===== src/rtl/replace_plru_pkg.sv =====
// Shared types, constants and tree helpers for the PLRU replacement unit.
// Helpers work on a 16-way maximum tree; callers pass the real way count.
package cache_replace_pkg;

    localparam int MAX_WAYS  = 16;
    localparam int MAX_NODES = MAX_WAYS - 1;
    localparam int MAX_LVLS  = 4;

    // LFSR: x^8+x^6+x^5+x^4+1, shifted right, feedback into bit 7
    localparam logic [7:0] LFSR_RESET = 8'h01;
    localparam logic [7:0] LFSR_TAPS  = 8'h1D;

    function automatic int tree_nodes(input int ways);
        return ways - 1;
    endfunction

    function automatic int tree_levels(input int ways);
        int lv;
        lv = 0;
        for (int i = 1; i <= MAX_LVLS; i++) begin
            if ((1 << i) <= ways) lv = i;
        end
        return lv;
    endfunction

    function automatic logic [7:0] lfsr_next(input logic [7:0] s);
        return {^(s & LFSR_TAPS), s[7:1]};
    endfunction

    // Walk from the root: a 0 bit points at the lower half, 1 at the upper.
    function automatic logic [MAX_WAYS-1:0] plru_victim(
        input logic [MAX_NODES-1:0] tree,
        input int                   ways
    );
        logic [MAX_WAYS-1:0] v;
        int node;
        int lv;
        lv   = tree_levels(ways);
        node = 0;
        for (int l = 0; l < MAX_LVLS; l++) begin
            if (l < lv) node = 2 * node + 1 + int'(tree[node]);
        end
        v = '0;
        v[node - tree_nodes(ways)] = 1'b1;
        return v;
    endfunction

    // Point every node on the path to the touched way away from it.
    // Zero one-hot leaves the tree alone; multiple bits use the lowest.
    function automatic logic [MAX_NODES-1:0] plru_touch(
        input logic [MAX_NODES-1:0] tree,
        input logic [MAX_WAYS-1:0]  way_onehot,
        input int                   ways
    );
        logic [MAX_NODES-1:0] t;
        logic found;
        int   idx;
        int   node;
        int   lv;
        int   b;
        t     = tree;
        found = 1'b0;
        idx   = 0;
        for (int i = 0; i < MAX_WAYS; i++) begin
            if (i < ways && way_onehot[i] && !found) begin
                idx   = i;
                found = 1'b1;
            end
        end
        if (found) begin
            lv   = tree_levels(ways);
            node = 0;
            for (int l = 0; l < MAX_LVLS; l++) begin
                if (l < lv) begin
                    b       = (idx >> (lv - 1 - l)) & 1;
                    t[node] = (b == 0);
                    node    = 2 * node + 1 + b;
                end
            end
        end
        return t;
    endfunction

    function automatic logic [MAX_WAYS-1:0] first_zero_onehot(
        input logic [MAX_WAYS-1:0] vec,
        input int                  ways
    );
        logic [MAX_WAYS-1:0] v;
        logic found;
        v     = '0;
        found = 1'b0;
        for (int i = 0; i < MAX_WAYS; i++) begin
            if (i < ways && !vec[i] && !found) begin
                v[i]  = 1'b1;
                found = 1'b1;
            end
        end
        return v;
    endfunction

endpackage


===== src/rtl/replace_plru_tree.sv =====
// Combinational PLRU tree for one set: applies a touch, then walks the result.
// Ports: tree_in (WAYS-1 heap bits), touch_way (one-hot, 0 = none) -> tree_out, victim.
module plru_tree
    import cache_replace_pkg::*;
#(
    parameter int WAYS = 4
) (
    input  logic [WAYS-2:0] tree_in,
    input  logic [WAYS-1:0] touch_way,
    output logic [WAYS-2:0] tree_out,
    output logic [WAYS-1:0] victim
);

    localparam int NODES = WAYS - 1;

    logic [MAX_NODES-1:0] t_pad;
    logic [MAX_NODES-1:0] t_new;
    logic [MAX_WAYS-1:0]  w_pad;
    logic [MAX_WAYS-1:0]  v_pad;

    always_comb begin
        t_pad            = '0;
        t_pad[NODES-1:0] = tree_in;
        w_pad            = '0;
        w_pad[WAYS-1:0]  = touch_way;
        t_new            = plru_touch(t_pad, w_pad, WAYS);
        v_pad            = plru_victim(t_new, WAYS);
        tree_out         = t_new[NODES-1:0];
        victim           = v_pad[WAYS-1:0];
    end

endmodule


===== src/rtl/replace_plru.sv =====
// Tree pseudo-LRU replacement unit: per-set state, registered victim query, touch port.
// Ports: clock, reset (sync, active-low); q_valid/q_idx/way_v/way_d -> r_valid,
// way_replace_en, need_send one cycle later; upd_en/upd_idx/upd_way touch a set.
// Build option: REPLACE_PLRU_RAND_EN picks all-valid victims from an 8-bit LFSR.
module replace_plru
    import cache_replace_pkg::*;
#(
    parameter  int WAYS  = 4,
    parameter  int SETS  = 64,
    localparam int IDX_W = $clog2(SETS)
) (
    input  logic             clock,
    input  logic             reset,
    input  logic             q_valid,
    input  logic [IDX_W-1:0] q_idx,
    input  logic [WAYS-1:0]  way_v,
    input  logic [WAYS-1:0]  way_d,
    output logic             r_valid,
    output logic [WAYS-1:0]  way_replace_en,
    output logic             need_send,
    input  logic             upd_en,
    input  logic [IDX_W-1:0] upd_idx,
    input  logic [WAYS-1:0]  upd_way
);

    localparam int NODES = WAYS - 1;

    logic [NODES-1:0] tree_q [SETS];

    logic [WAYS-1:0]  q_touch;
    logic [NODES-1:0] q_tree_nx;
    logic [WAYS-1:0]  tree_victim;

    logic [WAYS-1:0]  u_touch;
    logic [NODES-1:0] upd_tree;
    logic [WAYS-1:0]  u_victim;

    logic             upd_wr;
    logic [WAYS-1:0]  victim;
    logic [MAX_WAYS-1:0] fz_pad;
    logic [MAX_WAYS-1:0] v_pad;

    // Same-set update in this cycle is folded into the query's view.
    assign q_touch = (upd_en && upd_idx == q_idx) ? upd_way : '0;
    assign u_touch = upd_en ? upd_way : '0;
    assign upd_wr  = upd_en && (|upd_way);

    plru_tree #(.WAYS(WAYS)) u_q_tree (
        .tree_in   (tree_q[q_idx]),
        .touch_way (q_touch),
        .tree_out  (q_tree_nx),
        .victim    (tree_victim)
    );

    plru_tree #(.WAYS(WAYS)) u_u_tree (
        .tree_in   (tree_q[upd_idx]),
        .touch_way (u_touch),
        .tree_out  (upd_tree),
        .victim    (u_victim)
    );

`ifdef REPLACE_PLRU_RAND_EN
    localparam int LW = $clog2(WAYS);

    logic [7:0]      lfsr_q;
    logic [WAYS-1:0] rand_victim;

    always_comb begin
        rand_victim                   = '0;
        rand_victim[lfsr_q[LW-1:0]]   = 1'b1;
    end

    always_ff @(posedge clock) begin
        if (!reset) begin
            lfsr_q <= LFSR_RESET;
        end else if (q_valid) begin
            lfsr_q <= lfsr_next(lfsr_q);
        end
    end
`endif

    always_comb begin
        v_pad           = '1;
        v_pad[WAYS-1:0] = way_v;
        fz_pad          = first_zero_onehot(v_pad, WAYS);
        if (&way_v) begin
`ifdef REPLACE_PLRU_RAND_EN
            victim = rand_victim;
`else
            victim = tree_victim;
`endif
        end else begin
            victim = fz_pad[WAYS-1:0];
        end
    end

    always_ff @(posedge clock) begin
        if (!reset) begin
            r_valid        <= 1'b0;
            way_replace_en <= '0;
            need_send      <= 1'b0;
            for (int s = 0; s < SETS; s++) begin
                tree_q[s] <= '0;
            end
        end else begin
            r_valid <= q_valid;
            if (q_valid) begin
                way_replace_en <= victim;
                need_send      <= |(victim & way_v & way_d);
            end
            if (upd_wr) begin
                tree_q[upd_idx] <= upd_tree;
            end
        end
    end

endmodule

===== config.mk =====
export PLATFORM = sky130hd
export DESIGN_NAME = replace_plru
export DESIGN_NICKNAME = d
export VERILOG_FILES = /design/src/rtl/replace_plru_pkg.sv /design/src/rtl/replace_plru_tree.sv /design/src/rtl/replace_plru.sv
export SDC_FILE = /design/constraint.sdc
export NUM_CORES = 1
export LEC_CHECK = 0
export BUFFER_PORTS_ARGS = -buffer_cell sky130_fd_sc_hd__clkbuf_2
export CAP_MARGIN = 15
export CORE_AREA = 2 2 145 147
export DETAILED_ROUTE_END_ITERATION = 6
export DIE_AREA = 0 0 147 149
export PLACE_DENSITY = 0.71
export SLEW_MARGIN = 15
export SYNTH_ARGS = -nofsm -noshare
export SYNTH_HDL_FRONTEND = slang
export SYNTH_SLANG_ARGS = --single-unit

===== constraint.sdc =====
create_clock -name clock -period 3.07 [get_ports clock]
set_input_delay 0.1535 -clock clock [delete_from_list [all_inputs] [get_ports clock]]
set_output_delay 0.1535 -clock clock [all_outputs]
set_load 0.005 [all_outputs]

==> flow_summary.ini <==
[setup_path]
worstPathArrival_ns = 2.89
endpoint_kind = register
worstPathRequired_ns = 3.23
critPathKind = reg2reg
start_kind = register
worstPathMaxFanout = 21

[timing]
tightest_slew_ns = 0.843
period_minus_slack_ns = 2.73
clock_skew_ns = 0.0133
finalCritPeriodShare_pct = 88.9
slew_headroom_pct = 43.6
hold_ws_ns = 0.0208
setup-tns-final_ns = 0
setup_slack_ns = 0.340
slew_viol_final = 0
setup_viol = 0
fmax_ghz = 0.366
rsz0062_at_grt = false
hold_viol = 0

[cts]
cts.sinks = 198
cts_setup_buffers = 0
clk_latency_ns = 0.45
root_buffer = clkbuf_16
clockBufferDepth = 2
cts.htree.levels = 4
clkTransAtPathRegs_ns = 0.07
cts_tree = yes
cts_hold_buf = 3
ctsResizeCount = 0
cts_buffers = 17

[power]
power.leakage_nw = 3.96
power_density_nw_per_um2 = 506
ir_drop_mv = 0.366

[logic_synthesis]
synth_mux_area_share_pct = 10.9
synth_edf_count = 192
synthCells = 928
syn_area_um2 = 11100
synth.distinct_cells = 63
synth_top_family_by_area = compound AO/OA/AOI/OAI gates
synth_compound_gate_area_share_pct = 17.7
ys.warnings.count = 0
synth_ff_type = edfxtp_1
synthAdderAreaFrac_pct = 0
ys_ff_latch = 198
syn_area_per_cell_um2 = 11.9
synthXorXnorAreaFrac_pct = 0.475
ys_seq_area_share_pct = 53.2
synth_fp_nets = 956
synthArstFlopShare_pct = 0
yosys.area_share.simple_pct = 12.2

[worst_hold_path]
hold_class = in2reg

[global_route]
grt_use_total_pct = 32.4
grt_pass1_wl_um = 52800
overflow = 0
grt_pass1_vias = 8465
grt_max_degree = 71
antenna_found_initial = 0

[route]
wirelength_um = 34700
antenna_left = 0
vias = 9132
wl_per_cell_um = 28.2
first_pass_iters = 7
viasPerCell = 7.42
drc = 0
drt_iter0_markers = 1904

[finish]
layout-drive-gt1-share_pct = 22.1
multi_input_area_um2 = 4600
nets = 971
final_common_cell = edfxtp_1
n_fill_cell = 1626
regArea_um2 = 5890
num_antenna_cells = 0
syn2layout_area_growth_pct = 11.9
final_cell_mix = edfxtp_1, nor3_1, buf_4

[place]
gp_congestion = 0.997
dp_hpwl_um = 23500
place_ws_ns = 0.202
port_buffers = 33

[run_status]
outcome = finished, final reports clean

[floorplanning]
die_area_um2 = 21900
die_h_um = 149
num_rows = 53
core_area_um2 = 20600
chipWidth_um = 147
ios = 34
start_util_pct = 53.8

[job]
cap_violations = 0
[kinds of logic (layout without fill, tap and decap cells)]
family	after synthesis	after routing
flops	198	198
compound gates	274	274
xor+xnor	6	6
buf+inv	127	155
mux	64	64
simple gates	259	259
[metal layers]
metal / track usage (%) / part of all wire [%] / up-vias
met5: 0 / 0 / -
met1: 46.0 / 38 / 4409
met2: 48.7 / 46 / 756
li1: - / - / 3811
met4: 13.4 / 4.5 / 0
met3: 7.19 / 12 / 156
[stage by stage]
stage / utilization [%] / cell area (um2) / cells / power (mW)
6_report: 60.2 / 12400 / 1231 / 6.26
5_1_grt: 60.2 / 12400 / 1231 / 6.42
4_1_cts: 60.2 / 12400 / 1231 / 6.23
3_5_place_dp: 57.2 / 11800 / 1196 / 4.02
3_3_place_gp: 57.2 / 11800 / 1196 / 4.02
2_1_floorplan: - / 11100 / 928 / 3.69
[power breakdown]
group | switching, mW | internal [mW] | leakage [nW] | total (mW)
Clock | 1.05 | 1.21 | 0.280 | 2.26
Sequential | 0.0810 | 3.05 | 2.03 | 3.14
Combinational | 0.544 | 0.322 | 1.65 | 0.866
[cell type report]
cell class | instances | area share, %
clock buffers | 18 | 3.47
clock inverters | 14 | 1.21
inverters | 8 | 0.243
multi-input cells | 603 | 37.2
flip-flops and latches | 198 | 47.6
well taps | 275 | 2.78
repair buffers | 115 | 7.58
[worst paths after layout]
kind | start | end | slack, ns | cells after the start
worst max register to register | tree_q[62][2]$_SDFFCE_PN0P_ | tree_q[45][2]$_SDFFCE_PN0P_ | 0.34 | 8
worst min-delay path | way_v[2] | way_replace_en[2]$_SDFFE_PN0P_ | 0.02 | 3
worst min register to register | way_replace_en[1]$_SDFFE_PN0P_ | way_replace_en[1]$_SDFFE_PN0P_ | 0.54 | 2
worst max-delay path | tree_q[62][2]$_SDFFCE_PN0P_ | tree_q[45][2]$_SDFFCE_PN0P_ | 0.34 | 8
[cells in the mapped netlist, drive strengths merged, types with 4 or more instances]
| cell type | count | area share [%] |
|---|---|---|
| a2111oi | 7 | 0.62 |
| a211oi | 56 | 3.8 |
| a21oi | 13 | 0.59 |
| a221oi | 12 | 1.0 |
| a222oi | 5 | 0.45 |
| a22o | 12 | 0.95 |
| a22oi | 60 | 4.1 |
| a31oi | 14 | 0.79 |
| a32oi | 4 | 0.32 |
| a41oi | 4 | 0.32 |
| and3 | 4 | 0.23 |
| buf | 53 | 2.9 |
| clkbuf | 66 | 2.2 |
| dfxtp | 6 | 1.1 |
| edfxtp | 192 | 52 |
| inv | 7 | 0.24 |
| mux2 | 14 | 1.4 |
| mux2i | 6 | 0.54 |
| mux4 | 44 | 9.0 |
| nand2 | 36 | 1.2 |
| nand2b | 5 | 0.28 |
| nand3 | 13 | 0.59 |
| nand3b | 5 | 0.34 |
| nand4 | 10 | 0.57 |
| nor2 | 30 | 1.0 |
| nor2b | 10 | 0.57 |
| nor3 | 117 | 5.3 |
| nor3b | 4 | 0.36 |
| o211ai | 5 | 0.34 |
| o21ai | 63 | 2.9 |
| o22ai | 5 | 0.28 |
| xnor2 | 6 | 0.48 |
[critical path: stages, from the launching register on]
cell	delay, ns
edfxtp_1	0.46
and4b_1	0.26
a2111oi_2	0.34
nand4_1	0.17
o211ai_1	0.14
a21boi_1	0.12
o41ai_4	0.60
buf_12	0.24
a211oi_1	0.09
[state kept, by name (all words and copies together) (netlist names)]
signal          count
need_send           1
tree_q            192
r_valid             1
way_replace_en      4
No activity file was read; power rests on OpenSTA's default activity.
